--- src/rtl/register_file_if.sv ---
// rtl/register_file_if.sv - bus bundle between the pipeline and the register file
//
// Purpose: groups the write port and the two read ports of the register file.
// Signals:
//   wr_en      write enable
//   wr_reg     write register index
//   wr_data    write data
//   rd_reg_1   read port 1 register index
//   rd_reg_2   read port 2 register index
//   rd_data_1  read port 1 data (driven by the register file)
//   rd_data_2  read port 2 data (driven by the register file)
// Modports:
//   master  pipeline side: drives indices/write data, receives read data
//   slave   register file side
interface register_file_if #(
  parameter int DATA_WIDTH = 32,
  parameter int ADDR_WIDTH = 5
);
  logic                  wr_en;
  logic [ADDR_WIDTH-1:0] wr_reg;
  logic [DATA_WIDTH-1:0] wr_data;
  logic [ADDR_WIDTH-1:0] rd_reg_1;
  logic [ADDR_WIDTH-1:0] rd_reg_2;
  logic [DATA_WIDTH-1:0] rd_data_1;
  logic [DATA_WIDTH-1:0] rd_data_2;

  modport master (
    output wr_en, wr_reg, wr_data, rd_reg_1, rd_reg_2,
    input  rd_data_1, rd_data_2
  );

  modport slave (
    input  wr_en, wr_reg, wr_data, rd_reg_1, rd_reg_2,
    output rd_data_1, rd_data_2
  );
endinterface

--- src/rtl/register_file.sv ---
// rtl/register_file.sv - RV32I integer register file, 2 async read / 1 sync write
//
// Purpose: 32 x 32-bit architectural registers with x0 hard-wired to zero.
// Reads are combinational with no write bypass; forwarding is left to the
// pipeline. Reset is synchronous, active-high, and beats a same-cycle write.
// Ports:
//   clk_i  system clock, all state updates on the rising edge
//   rst_i  synchronous reset, active-high; clears every register
//   bus    register_file_if.slave: write port and two read ports
module register_file #(
  parameter int DATA_WIDTH = 32,
  parameter int ADDR_WIDTH = 5,
  parameter int NUM_REGS   = 2 ** ADDR_WIDTH
) (
  input  logic           clk_i,
  input  logic           rst_i,
  register_file_if.slave bus
);

  logic [DATA_WIDTH-1:0] regs_q [NUM_REGS];
  logic [DATA_WIDTH-1:0] regs_d [NUM_REGS];
  logic                  wr_fire;
  logic [DATA_WIDTH-1:0] rd_data_1;
  logic [DATA_WIDTH-1:0] rd_data_2;

  // Writes to x0 are dropped here so regs_q[0] stays at its reset value.
  assign wr_fire = bus.wr_en && (bus.wr_reg != '0);

  always_comb begin
    regs_d = regs_q;
    if (wr_fire) begin
      regs_d[bus.wr_reg] = bus.wr_data;
    end
  end

  always_ff @(posedge clk_i) begin
    if (rst_i) begin
      for (int i = 0; i < NUM_REGS; i++) begin
        regs_q[i] <= '0;
      end
    end else begin
      regs_q <= regs_d;
    end
  end

  // Index 0 is forced to zero on the read side as well, so x0 reads zero
  // even before the first reset has cleared the array.
  always_comb begin
    rd_data_1 = '0;
    if (bus.rd_reg_1 != '0) begin
      rd_data_1 = regs_q[bus.rd_reg_1];
    end
  end

  always_comb begin
    rd_data_2 = '0;
    if (bus.rd_reg_2 != '0) begin
      rd_data_2 = regs_q[bus.rd_reg_2];
    end
  end

  assign bus.rd_data_1 = rd_data_1;
  assign bus.rd_data_2 = rd_data_2;

endmodule

--- src/flat_wrapper.sv ---
// flat-port wrapper written by rule: the top's interface ports become plain ports
module register_file_flat 
#(
  parameter int DATA_WIDTH = 32,
  parameter int ADDR_WIDTH = 5,
  parameter int NUM_REGS   = 2 ** ADDR_WIDTH
)
  (clk_i, rst_i, bus_wr_en, bus_wr_reg, bus_wr_data, bus_rd_reg_1, bus_rd_reg_2, bus_rd_data_1, bus_rd_data_2);
  register_file_if #(.DATA_WIDTH(DATA_WIDTH), .ADDR_WIDTH(ADDR_WIDTH)) bus_i ();
  input  logic clk_i;
  input  logic rst_i;
  input wire logic [$bits(bus_i.wr_en)-1:0] bus_wr_en;
  input wire logic [$bits(bus_i.wr_reg)-1:0] bus_wr_reg;
  input wire logic [$bits(bus_i.wr_data)-1:0] bus_wr_data;
  input wire logic [$bits(bus_i.rd_reg_1)-1:0] bus_rd_reg_1;
  input wire logic [$bits(bus_i.rd_reg_2)-1:0] bus_rd_reg_2;
  output wire logic [$bits(bus_i.rd_data_1)-1:0] bus_rd_data_1;
  output wire logic [$bits(bus_i.rd_data_2)-1:0] bus_rd_data_2;
  assign bus_i.wr_en = bus_wr_en;
  assign bus_i.wr_reg = bus_wr_reg;
  assign bus_i.wr_data = bus_wr_data;
  assign bus_i.rd_reg_1 = bus_rd_reg_1;
  assign bus_i.rd_reg_2 = bus_rd_reg_2;
  assign bus_rd_data_1 = bus_i.rd_data_1;
  assign bus_rd_data_2 = bus_i.rd_data_2;
  register_file #(.DATA_WIDTH(DATA_WIDTH), .ADDR_WIDTH(ADDR_WIDTH), .NUM_REGS(NUM_REGS)) u_core (.clk_i(clk_i), .rst_i(rst_i), .bus(bus_i));
endmodule
--- config.mk ---
export PLATFORM = sky130hd
export DESIGN_NAME = register_file_flat
export DESIGN_NICKNAME = d
export VERILOG_FILES = /design/src/rtl/register_file_if.sv /design/src/rtl/register_file.sv /design/src/flat_wrapper.sv
export SDC_FILE = /design/constraint.sdc
export NUM_CORES = 2
export LEC_CHECK = 0
export BUFFER_PORTS_ARGS = -buffer_cell sky130_fd_sc_hd__buf_2
export CAP_MARGIN = 15
export CORE_MARGIN = 5
export CORE_UTILIZATION = 50
export DETAILED_ROUTE_END_ITERATION = 16
export GPL_ROUTABILITY_DRIVEN = 0
export MAX_ROUTING_LAYER = met4
export PLACE_DENSITY = 0.66
export REMOVE_ABC_BUFFERS = 1
export SETUP_SLACK_MARGIN = 0.05
export SYNTH_ARGS = -nofsm -noshare
export SYNTH_HDL_FRONTEND = slang
export SYNTH_SLANG_ARGS = --single-unit
--- constraint.sdc ---
create_clock -name clk_i -period 2.9 [get_ports clk_i]
set_input_delay 0.29 -clock clk_i [delete_from_list [all_inputs] [get_ports clk_i]]
set_output_delay 0.29 -clock clk_i [all_outputs]
set_load 0.02 [all_outputs]
Word-level counts from Yosys, hierarchy flattened

Index checks and enable logic that the tools add are counted.
W data, S select, Z words.

Bitwise logic cells: 3
Reduce and logical (&&, ||, !) cells: 5
Mux-type cells: 11
$lt $le $gt $ge: 4

Operator list:

| operator             | number |
|---|---|
| $bwmux W1024         | 1 |
| $bmux W32 S5         | 2 |
| $mux W32             | 7 |
| $demux W32 S5        | 1 |
| $ge A6 B6 Y1 const B | 3 |
| $not A5 Y6           | 3 |
| $reduce_bool A5 Y1   | 3 |
| $lt A6 B1 Y1 const B | 1 |
| $logic_and A1 B1 Y1  | 2 |

Output and inout port bits: 64
Word-level logic and storage cells: 55
Flip-flop bits (word level): 1024
Input bits: 50

Logic depth before layout (Yosys ltp)

Word-level depth: 6
Gate-level depth with buffers: 7
Mapped depth without buffers: 4

Worst setup path after synthesis

OpenSTA, ideal clock, no wires.

Kind: input to output
From: input port bus_rd_reg_1[2]
To: output port bus_rd_data_1[10]
Slack: 0.742 ns
Required time: 2.610 ns
Arrival: 1.868 ns
Stages: 7
Buffers on the path: 3
Cell sequence: buf_4 buf_6 buf_4 mux2i_1 a221oi_1 o21ai_0 a311oi_1

Word-level cells in the longest chain between the ends: 5
Elaborated cells between the ends (all ways): 6
Those cells by class: mux: 4; bitwise: 1; reduce/logical: 1

Ends and longest elaborated chain:

| item                                         | RTL line            | source |
|---|---|---|
| start, declared                              | flat_wrapper.sv:15  | `input wire logic [$bits(bus_i.rd_reg_1)-1:0] bus_rd_reg_1;` |
| $not A5 Y6 (implied by the code)             | register_file.sv:51 | `rd_data_1 = regs_q[bus.rd_reg_1];` |
| $bmux W32 S5                                 | register_file.sv:51 |  |
| $mux W32 (implied by the code) (2 in series) | register_file.sv:51 |  |
| $mux W32 *                                   | register_file.sv:50 | `if (bus.rd_reg_1 != '0) begin` |
| end, declared                                | flat_wrapper.sv:17  | `output wire logic [$bits(bus_i.rd_data_1)-1:0] bus_rd_data_1;` |

Every way passes the cells marked *; elsewhere a longest branch is shown, timed or not. The select of a mux whose other input is x is not followed.

Worst setup path in the final report

From: register u_core.regs_q[648] (netlist name)
To: output port bus_rd_data_2[8]

Word-level cells in the longest chain between the ends: 4

Ends and longest elaborated chain:

| item                                         | RTL line            | source |
|---|---|---|
| start, declared                              | register_file.sv:20 | `logic [DATA_WIDTH-1:0] regs_q [NUM_REGS];` |
| start signal, assigned                       | register_file.sv:42 | `regs_q <= regs_d;` |
| $bmux W32 S5                                 | register_file.sv:58 | `rd_data_2 = regs_q[bus.rd_reg_2];` |
| $mux W32 (implied by the code) (2 in series) | register_file.sv:58 |  |
| $mux W32                                     | register_file.sv:57 | `if (bus.rd_reg_2 != '0) begin` |
| end, declared                                | flat_wrapper.sv:18  | `output wire logic [$bits(bus_i.rd_data_2)-1:0] bus_rd_data_2;` |

No other way between the ends. The select of a mux whose other input is x is not followed.

==> impl_metrics.prom <==
# TYPE chip_impl_metric gauge
chip_impl_metric{name="seq_area",unit="sq um"} 20500
chip_impl_metric{name="cap_violations",unit=""} 0
chip_impl_info{name="timing.rr.end",value="u_core.regs_q[968]"} 1
chip_impl_metric{name="cts-buffers-inserted",unit=""} 109
chip_impl_metric{name="reg2regPathDepth",unit=""} 2
chip_impl_metric{name="worst_supply_voltage_drop_on_vdd",unit="mV"} 0.525
chip_impl_info{name="hold_path_end",value="u_core.regs_q[848]"} 1
chip_impl_metric{name="fin_worst_hold_slack",unit="ps"} 135
chip_impl_metric{name="final_layout_size_suffix_gt1_share",unit="%"} 20.7
chip_impl_metric{name="ys_ff_latch",unit=""} 1024
chip_impl_metric{name="detail_route.wl_per_cell",unit="um"} 29.1
chip_impl_metric{name="yosysWarningCount",unit=""} 0
chip_impl_metric{name="netlist_area",unit="sq um"} 51900
chip_impl_info{name="worstHoldPathType",value="primary input to register"} 1
chip_impl_info{name="timing.critical_path.to_type",value="output port"} 1
chip_impl_metric{name="skew",unit="ps"} 0
chip_impl_metric{name="floorplan.die_area",unit="sq um"} 110000
chip_impl_metric{name="critical_path_arrival",unit="ps"} 2550
chip_impl_metric{name="worst-endpoint-required",unit="ps"} 2610
chip_impl_metric{name="row_count",unit=""} 118
chip_impl_metric{name="synth-seq-area-share",unit="%"} 39.5
chip_impl_metric{name="die_w",unit="um"} 332
chip_impl_info{name="synth_top_area_cell",value="dfxtp_1"} 1
chip_impl_metric{name="max_slew.worst_pin.slew",unit="ps"} 909
chip_impl_metric{name="worstSkewPairLatency",unit="ps"} 690
chip_impl_metric{name="totalWireLength",unit="um"} 212000
chip_impl_metric{name="grt_max_degree",unit=""} 146
chip_impl_metric{name="cp_max_fo",unit=""} 3
chip_impl_metric{name="leakage_power",unit="nW"} 19.4
chip_impl_metric{name="core",unit="sq um"} 103000
chip_impl_metric{name="power.density",unit="nW/um^2"} 533
chip_impl_metric{name="cts.sink_count",unit=""} 1024
chip_impl_info{name="hp-start",value="bus_wr_data[16]"} 1
chip_impl_metric{name="worst_slew_margin_rel",unit="%"} 39.4
chip_impl_metric{name="post_synth_num_cell_types",unit=""} 40
chip_impl_metric{name="hold_path_depth",unit=""} 3
chip_impl_metric{name="cts_max_path_buffers",unit=""} 3
chip_impl_metric{name="synth.avg_cell_area",unit="sq um"} 8.88
chip_impl_metric{name="final-max-slew-violation-count",unit=""} 0
chip_impl_info{name="rr_startpoint",value="u_core.regs_q[968]"} 1
chip_impl_metric{name="first_global_vias",unit=""} 45456
chip_impl_metric{name="route.detailed.drc",unit=""} 0
chip_impl_metric{name="num-nets-final",unit=""} 5845
chip_impl_info{name="timing.critical_path.max_delay_family",value="compound AO/OA/AOI/OAI gates"} 1
chip_impl_info{name="start_kind",value="register"} 1
chip_impl_metric{name="finalCritPeriodShare",unit="%"} 97.8
chip_impl_info{name="timing.setup.critical_path_class",value="register to output port"} 1
chip_impl_metric{name="port_buffers",unit=""} 113
chip_impl_metric{name="overflow",unit=""} 0
chip_impl_metric{name="global_route_wire_length_before_repair",unit="um"} 307000
chip_impl_info{name="crit_slowest_cell",value="mux4_2"} 1
chip_impl_metric{name="first_pass_iters",unit=""} 8
chip_impl_metric{name="number_of_standard_cells_after_synthesis",unit=""} 5851
chip_impl_info{name="top_regs",value="u_core.regs_q (1024)"} 1
chip_impl_metric{name="total_power",unit="mW"} 31.3
chip_impl_metric{name="postCtsSetupRepairBufs",unit=""} 0
chip_impl_info{name="path_cells",value="mux4_2 > nor2b_1 > a211oi_1 > a311oi_2 > buf_4"} 1
chip_impl_metric{name="drt_iter0_markers",unit=""} 7754
chip_impl_metric{name="flow.area_growth_from_synthesis",unit="%"} 13.2
chip_impl_metric{name="fp.dieH",unit="um"} 332
chip_impl_metric{name="grtUsageTotal",unit="%"} 37.9
chip_impl_metric{name="grt_antenna_before_repair",unit=""} 23
chip_impl_metric{name="crit_buf_inv",unit=""} 1
chip_impl_metric{name="via_per_inst",unit=""} 6.67
chip_impl_metric{name="finalCriticalPeriod",unit="ps"} 2840
chip_impl_metric{name="report.final.hold_viol_count",unit=""} 0
chip_impl_metric{name="cts_h_tree_depth",unit=""} 3
chip_impl_metric{name="n_fill_cell",unit=""} 9022
chip_impl_metric{name="vias",unit=""} 48541
chip_impl_info{name="clockRootBuffer",value="clkbuf_16"} 1
chip_impl_metric{name="hpwl",unit="um"} 133000
chip_impl_metric{name="detail-route-antenna-nets",unit=""} 0
chip_impl_info{name="tritoncts",value="done"} 1
chip_impl_metric{name="top_level_ports",unit=""} 114
chip_impl_info{name="status",value="finished, final reports clean"} 1
chip_impl_metric{name="synthDominantCellAreaShare",unit="%"} 39.5
chip_impl_info{name="grt_setup_unrepaired",value="no"} 1
chip_impl_metric{name="multiInputGateArea",unit="sq um"} 28900
chip_impl_metric{name="fmax",unit="MHz"} 352
chip_impl_metric{name="setup_viol",unit=""} 0
chip_impl_metric{name="timing.critical_path.slowest_cell_delay",unit="ps"} 470
chip_impl_metric{name="flip_flop_count_of_the_largest_register_after_layout",unit=""} 1024
chip_impl_metric{name="path_clk_slew",unit="ps"} 60
chip_impl_info{name="top_library_cells_by_usage_in_the_layout_fill_and_taps_aside",value="nand2_1 (2020), dfxtp_1 (1024), a21oi_1 (992)"} 1
chip_impl_metric{name="worst-r2r-setup-slack",unit="ps"} 2160
chip_impl_info{name="layout.cells.most_common",value="nand2_1"} 1
chip_impl_info{name="synthTopCellsByArea",value="dfxtp_1 (39%), mux4_2 (19%), nand2_1 (15%)"} 1
chip_impl_info{name="registers.top_by_ff_count",value="u_core.regs_q"} 1
chip_impl_metric{name="initial_core_util",unit="%"} 50.3
==> area by class of cell <==
| class | count | share of cell area (%) |
|---|---|---|
| Tap cell | 1380 | 2.94 |
| Inverter | 2 | 0.0191 |
| Clock buffer | 172 | 5.70 |
| Timing Repair Buffer | 441 | 7.02 |
| Clock inverter | 17 | 0.287 |
| Multi-Input combinational cell | 4217 | 49.1 |
| Sequential cell | 1024 | 34.9 |
| Antenna cell | 23 | 0.0979 |
==> through the flow <==
step	setup TNS [ps]	util, %	cells	setup slack (ps)	instance area (sq um)
after global placement	-940	53.3	7062	-236	55100
after CTS	0	56.8	7253	58.4	58700
after global routing	0	56.9	7272	57.9	58800
final	0	56.9	7276	62.4	58800
after detailed placement	-1120	53.3	7063	-292	55100
after floorplan	0	-	5243	660	49000
==> routing by layer <==
layer  GRT usage [%]  routed length, um  share of wire, %
met5               -                  0                 0
met4            21.6              14600               6.9
met3            10.5              30300                14
met2            53.8              90300                43
met1            49.0              76700                36
==> synthesized netlist by cell type (all sizes together) <==
cell and n:
nor3b 4, nor2 34, nand3 2, nand3b 5, o21ai 110, nand2b 2, or2 2, nand2 2051
or4 2, and3 2, mux4 448, and2 5, mux2 64, inv 2, a21oi 992, and3b 5
dfxtp 1024, o2111ai 18, buf 239, nor2b 100, a22oi 64, mux2i 128, or3b 4, a311oi 64
a211oi 64, clkbuf 369, a221oi 46, nor3 1
==> kinds of logic (layout without fill, tap and decap cells) <==
logic type      count (synthesis)  after routing  synth area share [%]
flops                        1024           1024                  39.5
mux                           640            640                  23.3
simple gates                 2219           2219                  16.9
compound gates               1358           1358                  14.6
other cells                     0             23                     0
buf+inv                       610            632                  5.70
==> how the worst max path moves through the flow <==
stage / from / slack (ps) / depth (start not counted) / end
6_report: u_core.regs_q[648] / 60 / 5 / bus_rd_data_2[8]
5_1_grt: u_core.regs_q[432] / 60 / 6 / bus_rd_data_2[16]
4_1_cts: u_core.regs_q[644] / 60 / 6 / bus_rd_data_2[4]
3_5_place_dp: bus_rd_reg_2[0] / -290 / 8 / bus_rd_data_2[19]
3_3_place_gp: bus_rd_reg_2[0] / -240 / 6 / bus_rd_data_2[8]
2_1_floorplan: bus_rd_reg_1[3] / 660 / 3 / bus_rd_data_1[0]
==> power breakdown <==
part	switching, mW	internal [mW]
clock network	5.90	8.10
registers	0.0762	14.2
logic	2.09	1.00
total	8.07	23.3
==> tightest hold or removal path: stages <==
cell     delay (ps)
buf_2           300
nand2_1         130
a21oi_1          50
==> what timing repair did <==
item / 4_1_cts / 5_1_grt
hold buffers: 1 / 0
hold endpoints to repair: 31 / 0
setup endpoints to repair: 15 / 10
pin swaps: 1 / 3
gates cloned: 0 / 0
resized for setup: 12 / 14
Note: power is estimated with default switching activity, not from simulation.
